--- src/rtl/debug_pkg.sv ---
// debug_pkg: shared constants and helpers for the board debug front end.
//   HEX_SEG   - hex digit to active-low segment code (dp off, [7]=dp, [6:0]=g..a)
//   SEG_DASH  - code shown for an out-of-range channel select
//   SEG_BLANK - all segments off (reset value)
//   snap_t    - the word latched for one full display scan
//   clog2     - counter width helper (never returns less than 1)
package debug_pkg;

   localparam logic [7:0] SEG_DASH  = 8'hBF;
   localparam logic [7:0] SEG_BLANK = 8'hFF;

   // Entry 0 is the rightmost element.
   localparam logic [15:0][7:0] HEX_SEG = {
      8'h8E, 8'h86, 8'hA1, 8'hC6, 8'h83, 8'h88, 8'h90, 8'h80,
      8'hF8, 8'h82, 8'h92, 8'h99, 8'hB0, 8'hA4, 8'hF9, 8'hC0
   };

   typedef struct packed {
      logic        valid;   // select was in range when latched
      logic        hb;      // heartbeat value shown on the digit-0 dp
      logic [15:0] data;
   } snap_t;

   function automatic int clog2(input int v);
      int r;
      r = 0;
      for (int i = 0; i < 31; i++) begin
         if ((1 << i) < v) r = i + 1;
      end
      return (r < 1) ? 1 : r;
   endfunction

endpackage

--- src/rtl/btn_debounce.sv ---
// btn_debounce: synchronises a raw push button, debounces it and flags
// the accepted 0->1 transition.
//   clk_i   - clock
//   rst_ni  - asynchronous active-low reset
//   btn_i   - raw asynchronous button, active-high
//   level_o - debounced button level
//   rise_o  - one-cycle strobe, high in the first cycle level_o is 1
module btn_debounce
   import debug_pkg::*;
#(
   parameter int DEBOUNCE_CYCLES = 1000000
) (
   input  logic clk_i,
   input  logic rst_ni,
   input  logic btn_i,
   output logic level_o,
   output logic rise_o
);

   localparam int            CW      = clog2(DEBOUNCE_CYCLES);
   localparam logic [CW-1:0] CNT_MAX = CW'(DEBOUNCE_CYCLES - 1);

   logic [1:0]    sync_q;
   logic [CW-1:0] cnt_q, cnt_d;
   logic          lvl_q, lvl_d;
   logic          rise_q, rise_d;

   // Counter only runs while the synchronised input disagrees with the
   // accepted level; any agreement (i.e. a bounce back) restarts it.
   always_comb begin
      cnt_d = cnt_q;
      lvl_d = lvl_q;
      if (sync_q[1] == lvl_q) begin
         cnt_d = '0;
      end else if (cnt_q == CNT_MAX) begin
         lvl_d = sync_q[1];
         cnt_d = '0;
      end else begin
         cnt_d = cnt_q + 1'b1;
      end
   end

   assign rise_d = lvl_d & ~lvl_q;

   always_ff @(posedge clk_i or negedge rst_ni) begin
      if (!rst_ni) begin
         sync_q <= '0;
         cnt_q  <= '0;
         lvl_q  <= 1'b0;
         rise_q <= 1'b0;
      end else begin
         sync_q <= {sync_q[0], btn_i};
         cnt_q  <= cnt_d;
         lvl_q  <= lvl_d;
         rise_q <= rise_d;
      end
   end

   assign level_o = lvl_q;
   assign rise_o  = rise_q;

endmodule

--- src/rtl/debug_display_unit.sv ---
// debug_display_unit: board debug front end for the single-cycle CPU.
// Turns debounced step-button presses (or a free-running timer) into a
// one-cycle CPU step strobe, and scans one of CHANNELS 16-bit debug words
// onto a 4-digit common-anode 7-segment display.
//   clk         - board clock
//   Reset       - asynchronous active-low reset
//   sel         - channel select
//   chan_data   - channel k at [16k+15:16k]
//   step_button - raw step button, active-high
//   run_mode    - 1 = auto-step every RUN_CYCLES, 0 = manual step
//   step_pulse  - one-cycle CPU advance strobe
//   enable      - digit anodes, active-low
//   dispcode    - segments, active-low, [7]=dp
module debug_display_unit
   import debug_pkg::*;
#(
   parameter int CHANNELS        = 4,
   parameter int SEL_W           = 2,
   parameter int DEBOUNCE_CYCLES = 1000000,
   parameter int SCAN_CYCLES     = 100000,
   parameter int RUN_CYCLES      = 50000000
) (
   input  logic                     clk,
   input  logic                     Reset,
   input  logic [SEL_W-1:0]         sel,
   input  logic [CHANNELS*16-1:0]   chan_data,
   input  logic                     step_button,
   input  logic                     run_mode,
   output logic                     step_pulse,
   output logic [3:0]               enable,
   output logic [7:0]               dispcode
);

   localparam int             SCW      = clog2(SCAN_CYCLES);
   localparam int             RCW      = clog2(RUN_CYCLES);
   localparam logic [SCW-1:0] SCAN_MAX = SCW'(SCAN_CYCLES - 1);
   localparam logic [RCW-1:0] RUN_MAX  = RCW'(RUN_CYCLES - 1);

   logic           btn_level, btn_rise;
   logic [RCW-1:0] run_cnt_q, run_cnt_d;
   logic           step_q, step_d;
   logic           hb_q, hb_d;
   logic [SCW-1:0] scan_cnt_q, scan_cnt_d;
   logic [1:0]     digit_q, digit_d;
   logic           first_q;
   snap_t          snap_q, snap_d;
   logic [3:0]     enable_q, enable_d;
   logic [7:0]     code_q, code_d;

   logic           run_wrap, scan_wrap, snap_ev;
   logic [15:0]    sel_word;
   logic           sel_valid;
   logic [3:0]     nibble;

   btn_debounce #(
      .DEBOUNCE_CYCLES(DEBOUNCE_CYCLES)
   ) u_btn (
      .clk_i  (clk),
      .rst_ni (Reset),
      .btn_i  (step_button),
      .level_o(btn_level),
      .rise_o (btn_rise)
   );

   // Channel mux; an unmatched select leaves sel_valid low.
   always_comb begin
      sel_word  = '0;
      sel_valid = 1'b0;
      for (int k = 0; k < CHANNELS; k++) begin
         if (sel == SEL_W'(k)) begin
            sel_word  = chan_data[16*k +: 16];
            sel_valid = 1'b1;
         end
      end
   end

   assign run_wrap  = (run_cnt_q == RUN_MAX);
   assign scan_wrap = (scan_cnt_q == SCAN_MAX);
   // first_q catches the very first cycle after reset so digit 0 shows the
   // selected word rather than the cleared reset value.
   assign snap_ev   = first_q | (scan_wrap & (digit_q == 2'd3));

   always_comb begin
      // Run counter is held at 0 in manual mode so entering auto mode
      // always gives a full period before the first pulse.
      run_cnt_d = '0;
      if (run_mode && !run_wrap) run_cnt_d = run_cnt_q + 1'b1;

      // In auto mode the button is ignored; debouncing still tracks it so a
      // held button does not fire when returning to manual mode.
      step_d = run_mode ? run_wrap : (btn_rise & btn_level);
      hb_d   = hb_q ^ step_q;

      scan_cnt_d = scan_wrap ? '0 : scan_cnt_q + 1'b1;
      digit_d    = scan_wrap ? digit_q + 2'd1 : digit_q;

      snap_d = snap_q;
      if (snap_ev) begin
         snap_d.valid = sel_valid;
         snap_d.hb    = hb_q;
         snap_d.data  = sel_word;
      end

      // Outputs are built from next-state digit/word and registered together
      // so anode and segment changes land on the same edge.
      nibble   = snap_d.data[4*digit_d +: 4];
      enable_d = ~(4'b0001 << digit_d);
      if (!snap_d.valid) begin
         code_d = SEG_DASH;
      end else begin
         code_d    = HEX_SEG[nibble];
         code_d[7] = (digit_d == 2'd0) ? ~snap_d.hb : 1'b1;
      end
   end

   always_ff @(posedge clk or negedge Reset) begin
      if (!Reset) begin
         run_cnt_q  <= '0;
         step_q     <= 1'b0;
         hb_q       <= 1'b0;
         scan_cnt_q <= '0;
         digit_q    <= '0;
         first_q    <= 1'b1;
         snap_q     <= '0;
         enable_q   <= 4'hF;
         code_q     <= SEG_BLANK;
      end else begin
         run_cnt_q  <= run_cnt_d;
         step_q     <= step_d;
         hb_q       <= hb_d;
         scan_cnt_q <= scan_cnt_d;
         digit_q    <= digit_d;
         first_q    <= 1'b0;
         snap_q     <= snap_d;
         enable_q   <= enable_d;
         code_q     <= code_d;
      end
   end

   assign step_pulse = step_q;
   assign enable     = enable_q;
   assign dispcode   = code_q;

endmodule

--- config.mk ---
export PLATFORM = sky130hd
export DESIGN_NAME = debug_display_unit
export DESIGN_NICKNAME = d
export VERILOG_FILES = /design/src/rtl/debug_pkg.sv /design/src/rtl/btn_debounce.sv /design/src/rtl/debug_display_unit.sv
export SDC_FILE = /design/constraint.sdc
export NUM_CORES = 1
export LEC_CHECK = 0
export BUFFER_PORTS_ARGS = -buffer_cell sky130_fd_sc_hd__buf_2
export CAP_MARGIN = 5
export CORE_MARGIN = 2
export CORE_UTILIZATION = 51
export DETAILED_ROUTE_END_ITERATION = 8
export PLACE_DENSITY = 0.76
export SYNTH_ARGS = -nofsm -noshare
export SYNTH_HDL_FRONTEND = slang
export SYNTH_SLANG_ARGS = --single-unit
export TNS_END_PERCENT = 20
--- constraint.sdc ---
create_clock -name clk -period 3 [get_ports clk]
set_clock_uncertainty 0.1 [all_clocks]
set_input_delay 0.45 -clock clk [delete_from_list [all_inputs] [get_ports clk]]
set_output_delay 0.45 -clock clk [all_outputs]
set_load 0.02 [all_outputs]
After elaboration in Yosys (flattened, before gate mapping)

Memories as Yosys holds them, arrays and structs flattened.
Index checks and enable logic that the tools add are counted.

Add/sub/neg operators: 4
$mul: 0
Bitwise operators: 8
Shift-type cells: 2
Reduce and logical (&&, ||, !) cells: 4
Order comparisons: 1
Divide/modulo/power cells: 0
Eq/ne operators: 8
Multiplexer cells: 20

Operators with widths:

| cell                                                       | number |
|---|---|
| two-way mux 16 bit                                         | 4 |
| two-way mux 20 bit                                         | 2 |
| adder 26 x 1 -> 26 bit, second input constant              | 1 |
| == test 26 bit, second input constant                      | 1 |
| two-way mux 26 bit                                         | 1 |
| adder 20 x 1 -> 20 bit, second input constant              | 1 |
| == test 20 bit, second input constant                      | 1 |
| two-way mux 18 bit                                         | 1 |
| adder 17 x 1 -> 17 bit, second input constant              | 1 |
| == test 17 bit, second input constant                      | 1 |
| two-way mux 17 bit                                         | 1 |
| indexed part select 16 x 5 -> 4 bit                        | 1 |
| two-way mux 1 bit                                          | 8 |
| two-way mux 8 bit                                          | 1 |
| two-way mux 7 bit                                          | 1 |
| == test 2 bit, second input constant                       | 3 |
| less-than comparator 4 x 5 -> 1 bit, second input constant | 1 |
| zero test 2 bit                                            | 2 |
| inverter 4 bit                                             | 1 |
| << shifter 1 x 2 -> 4 bit, first input constant            | 1 |
| AND 1 bit                                                  | 3 |
| adder 2 x 1 -> 2 bit, second input constant                | 1 |
| == test 2 x 1 -> 1 bit, second input constant              | 1 |
| two-way mux 2 bit                                          | 1 |
| other kinds (6)                                            | 7 |

Logic and storage cells: 63
Memory bits (writable): 0
Bits in latches: 0
Memories kept: 1
Output and inout port bits: 13
Register bits after elaboration: 102
Input port bits: 70
ROM bits: 128

Memories:

| memory           | depth | bits a word | rd ports | clocked after Yosys merged registers in | write ports | line                      | text |
|---|---|---|---|---|---|---|---|
| (name not given) | 16    | 8           | 1        | 0                                       | 0           | debug_display_unit.sv:111 | `code_d = HEX_SEG[nibble];` |

Depth between registers and ports, before layout

Word-level depth: 10
Mapped depth: 15
Gate-level depth less buffers: 13

Cells and area by module

Synthesis repeated with hierarchy kept, for this count alone.

Cells, all modules: 454
Area total of the unflattened synthesis: 5,170.0 um^2

By module, submodules not included:

| module             | times used | cells each | sequential area each (um^2) | area each (um^2) |
|---|---|---|---|---|
| debug_display_unit | 1          | 338        | 1,968.1                     | 4,033.9 |
| btn_debounce       | 1          | 116        | 600.6                       | 1,136.1 |

Worst setup path after synthesis

OpenSTA, ideal clock, no wires.

Path kind: reg2reg
Start: register scan_cnt_q[0]
End: register code_q[3] (netlist: dispcode[3])
Data required time: 2.812 ns
Buffers on the path: 2
Stages on the path, launching flop included: 15
Period minus slack after synthesis: 3.311 ns
Setup time: 0.088 ns
Slack: -0.311 ns
Arrival time: 3.123 ns
Cell sequence: dfrtp_1 ha_1 and4_4 and4_1 buf_4 a21oi_4 buf_6 mux2_2 mux2_2 mux2i_4 inv_2 ha_1 mux2_2 mux2i_1 nand2_1

RTL lines:

| what                     | line                      | text |
|---|---|---|
| start: declaration       | debug_display_unit.sv:43  | `logic [SCW-1:0] scan_cnt_q, scan_cnt_d;` |
| start signal: assignment | debug_display_unit.sv:131 | `scan_cnt_q <= scan_cnt_d;` |
| end signal: assignment   | debug_display_unit.sv:136 | `code_q <= code_d;` |
| end: declaration         | debug_display_unit.sv:48  | `logic [7:0] code_q, code_d;` |

==> impl_metrics.py <==
metrics = {
    "outcome": {
        "outcome": "finished, final reports clean",
    },
    "routing": {
        "dr.pass1.iters": 4,
        "dr.first_iter.drc_count": 153,
        "antenna_left": 0,
        "wl_per_cell_um": 14.4,
        "vias": 3651,
        "drc": 0,
        "postRouteWirelength_mm": 10.1,
        "routed_via_density": 5.22,
    },
    "clocking": {
        "cts_made_buffers": 9,
        "cts_htree_levels": 3,
        "cts.path.max_buffers": 2,
        "cts.clk_slew.worst_paths_ns": 0.09,
        "cts_tree": "built",
        "insertion_delay_ns": 0.37,
        "root_buffer": "clkbuf_8",
        "clock_sink_count": 102,
    },
    "timing": {
        "maxSlewHeadroom_pct": 56.6,
        "setup_violations": 0,
        "tightest_slew_ns": 0.650,
        "fmax_mhz": 345,
        "slew_viol_final": 0,
        "min_period_ns": 2.90,
        "rsz0062_at_grt": "yes",
        "hold_violations": 0,
        "setup_tns_ns": 0,
        "fin_crit_sh_pct": 96.7,
    },
    "place": {
        "place_hpwl_mm": 7.52,
        "portBuffers": 82,
        "placed_area_sq_um": 5840,
        "gp_congestion": 0.828,
    },
    "pwr": {
        "p_comb_share_pct": 16.1,
        "power.density_nw_per_um2": 478,
        "clkPwrFrac_pct": 32.6,
        "ir_drop_uv": 234,
        "p_sw_share_pct": 25.4,
        "p_int_mw": 2.21,
        "leakage_nw": 2.82,
        "p_sw_mw": 0.751,
        "power.share.sequential_pct": 51.3,
    },
    "setup_path": {
        "crit_end": "dispcode[3]",
        "reg2reg_slack_ns": 0.1,
        "r2r-start": "scan_cnt_q[1]",
        "start_kind": "flip-flop",
        "worstPathCellList": "ha_2, and4_4, and4_4, a21oi_4, buf_12, mux2_4, mux2_4, mux2i_4, inv_2, ha_4, mux2_4, mux2i_1, nand2_1",
        "worstPathArrival_ns": 3.09,
        "worstPathRequired_ns": 3.19,
        "cpPeakStageDelay_ns": 0.40,
        "crit_type": "reg -> reg",
        "startpoint": "scan_cnt_q[1]",
        "cp.depth": 13,
        "crit_buf_inv": 2,
        "cp_slowest_cell": "dfrtp_1",
        "ff2ff_path_depth": 13,
        "r2r_end": "dispcode[3]",
        "crit_family": "multiplexers",
        "crit_fanout": 10,
        "cp_common_cell": "mux2_4",
        "crit_path_end_kind": "flip-flop",
    },
    "final_layout": {
        "final_nets": 643,
        "final_cell_mix": "dfrtp_1, buf_2, nor2_1",
        "areaGrowthSynthToFinish_pct": 22.2,
        "regArea_sq_um": 2570,
        "final_area_sq_um": 6180,
        "drive_above_1_share_pct": 36.2,
        "final_common_cell": "dfrtp_1",
        "num-fill-cells": 742,
        "multi_input_comb_area_sq_um": 2430,
        "antenna_cells": 0,
    },
    "floorplanning": {
        "rows": 36,
        "start_util_pct": 52.2,
        "fp.dieW_um": 104,
        "fp.dieH_um": 104,
        "io-pin-count": 83,
        "core_area_sq_um": 9680,
        "dieArea_sq_um": 10700,
    },
    "synthesis": {
        "ys_ff_latch": 102,
        "synthArstFlopShare_pct": 100,
        "syn_inst": 443,
        "yosys_warnings": 0,
        "syn_avg_cell_area_sq_um": 11.4,
        "synth_nets": 524,
        "synthesis.area_sq_um": 5060,
        "synth_enable_flop_cells": 0,
        "yosys_most_used_dff": "dfrtp_1",
        "synth.distinct_cells": 49,
        "ys_seq_area_share_pct": 50.8,
    },
    "global_routing": {
        "antenna_found_initial": 0,
        "grt_overflow": 0,
        "grt_usage_pct": 20.3,
        "grt_pass1_vias": 3825,
        "grt_max_degree": 66,
        "grt_pass1_wl_mm": 17.6,
    },
    "worst_hold_path": {
        "worstHoldPathType": "in -> reg",
        "hold_start": "step_button",
    },
    "run": {
        "cap_violations": 0,
    },
}
-- metrics by stage --
step | power, mW | cells | util [%] | hold WS (ns) | setup slack [ns]
after detailed placement | 2.00 | 675 | 60.3 | 0.255 | -0.0473
after floorplan | 1.83 | 443 | - | 0.0544 | -0.136
after global routing | 3.08 | 700 | 63.9 | 0.0699 | -0.0205
after global placement | 1.98 | 675 | 60.3 | 0.232 | 0.0402
after CTS | 2.97 | 694 | 63.0 | 0.0758 | 0.00610
final | 2.96 | 700 | 63.9 | 0.0889 | 0.0985
-- timing repair --
action                                  in CTS  in global routing
hold buffers                                 1                  0
hold endpoints to repair                    31                  0
setup buffers                                2                  6
pin swaps                                    1                  3
cloned                                       0                  0
endpoints found under the setup margin       4                  7
resized for setup                            2                  9
-- final cells by class --
type / count / share of cell area [%]
flip-flops and latches: 102 / 41.5
inverters: 13 / 0.789
clock buffers: 11 / 2.29
well taps: 133 / 2.69
multi-input cells: 315 / 39.4
repair buffers: 121 / 12.0
clock inverters: 5 / 1.36
-- flip-flops by register name (all words and copies together), names as in the netlist, 2 cells and up --
name	flops
u_btn.sync_q	2
digit_q	2
run_cnt_q	26
enable	4
scan_cnt_q	17
u_btn.cnt_q	20
snap_q	18
dispcode	8
-- worst min path at each step --
stage | slack [ns] | cells past startpoint | end
6_report | 0.09 | 1 | u_btn.sync_q[0]
5_1_grt | 0.07 | 1 | u_btn.sync_q[0]
4_1_cts | 0.08 | 1 | u_btn.sync_q[0]
3_5_place_dp | 0.25 | 0 | u_btn.sync_q[1]
3_3_place_gp | 0.23 | 0 | u_btn.sync_q[1]
2_1_floorplan | 0.05 | 0 | digit_q[0]
-- logic make-up after synthesis --
kind of cell,synth area share [%]
adders and majority gates,2.72
other,0.0741
buffers and inverters,2.57
AOI/OAI and AO/OA,3.78
and+or+nand+nor,16.8
muxes,13.5
xor gates and xnor gates,9.84
DFF,50.8
-- layer usage --
metal	GRT usage, %	share of wire, %
met4	8.01	2.0
met3	4.97	4.5
met5	0	0
met1	25.7	44
met2	33.8	50
-- Yosys cell counts (all sizes together) (3+ instances only) --
master	count	area share, %
and4	3	0.57
buf	8	1.2
dfstp	13	6.8
xor2	34	5.9
o221ai	3	0.64
mux2i	6	1.7
nor4	3	0.37
nand4	7	0.87
clkbuf	5	0.37
and3	11	1.4
nand3	23	2.3
mux2	21	4.7
or3	9	1.1
nor2	63	4.7
dfrtp	89	44
and2	5	0.62
inv	13	0.96
a21oi	8	1.0
o22ai	4	0.49
nor3	6	0.59
mux4	16	7.1
o21ai	7	0.77
nand2b	3	0.37
nand2	36	2.7
ha	11	2.7
xnor2	22	4.0
-- power groups by stage --
stage	Sequential, mW	Combinational, mW	Clock [mW]
after global routing	1.53	0.522	1.03
after CTS	1.52	0.468	0.984
after global placement	1.54	0.442	0
after floorplan	1.58	0.250	0
final	1.52	0.475	0.965
after detailed placement	1.54	0.458	0
No activity file was read; power rests on OpenSTA's default activity.
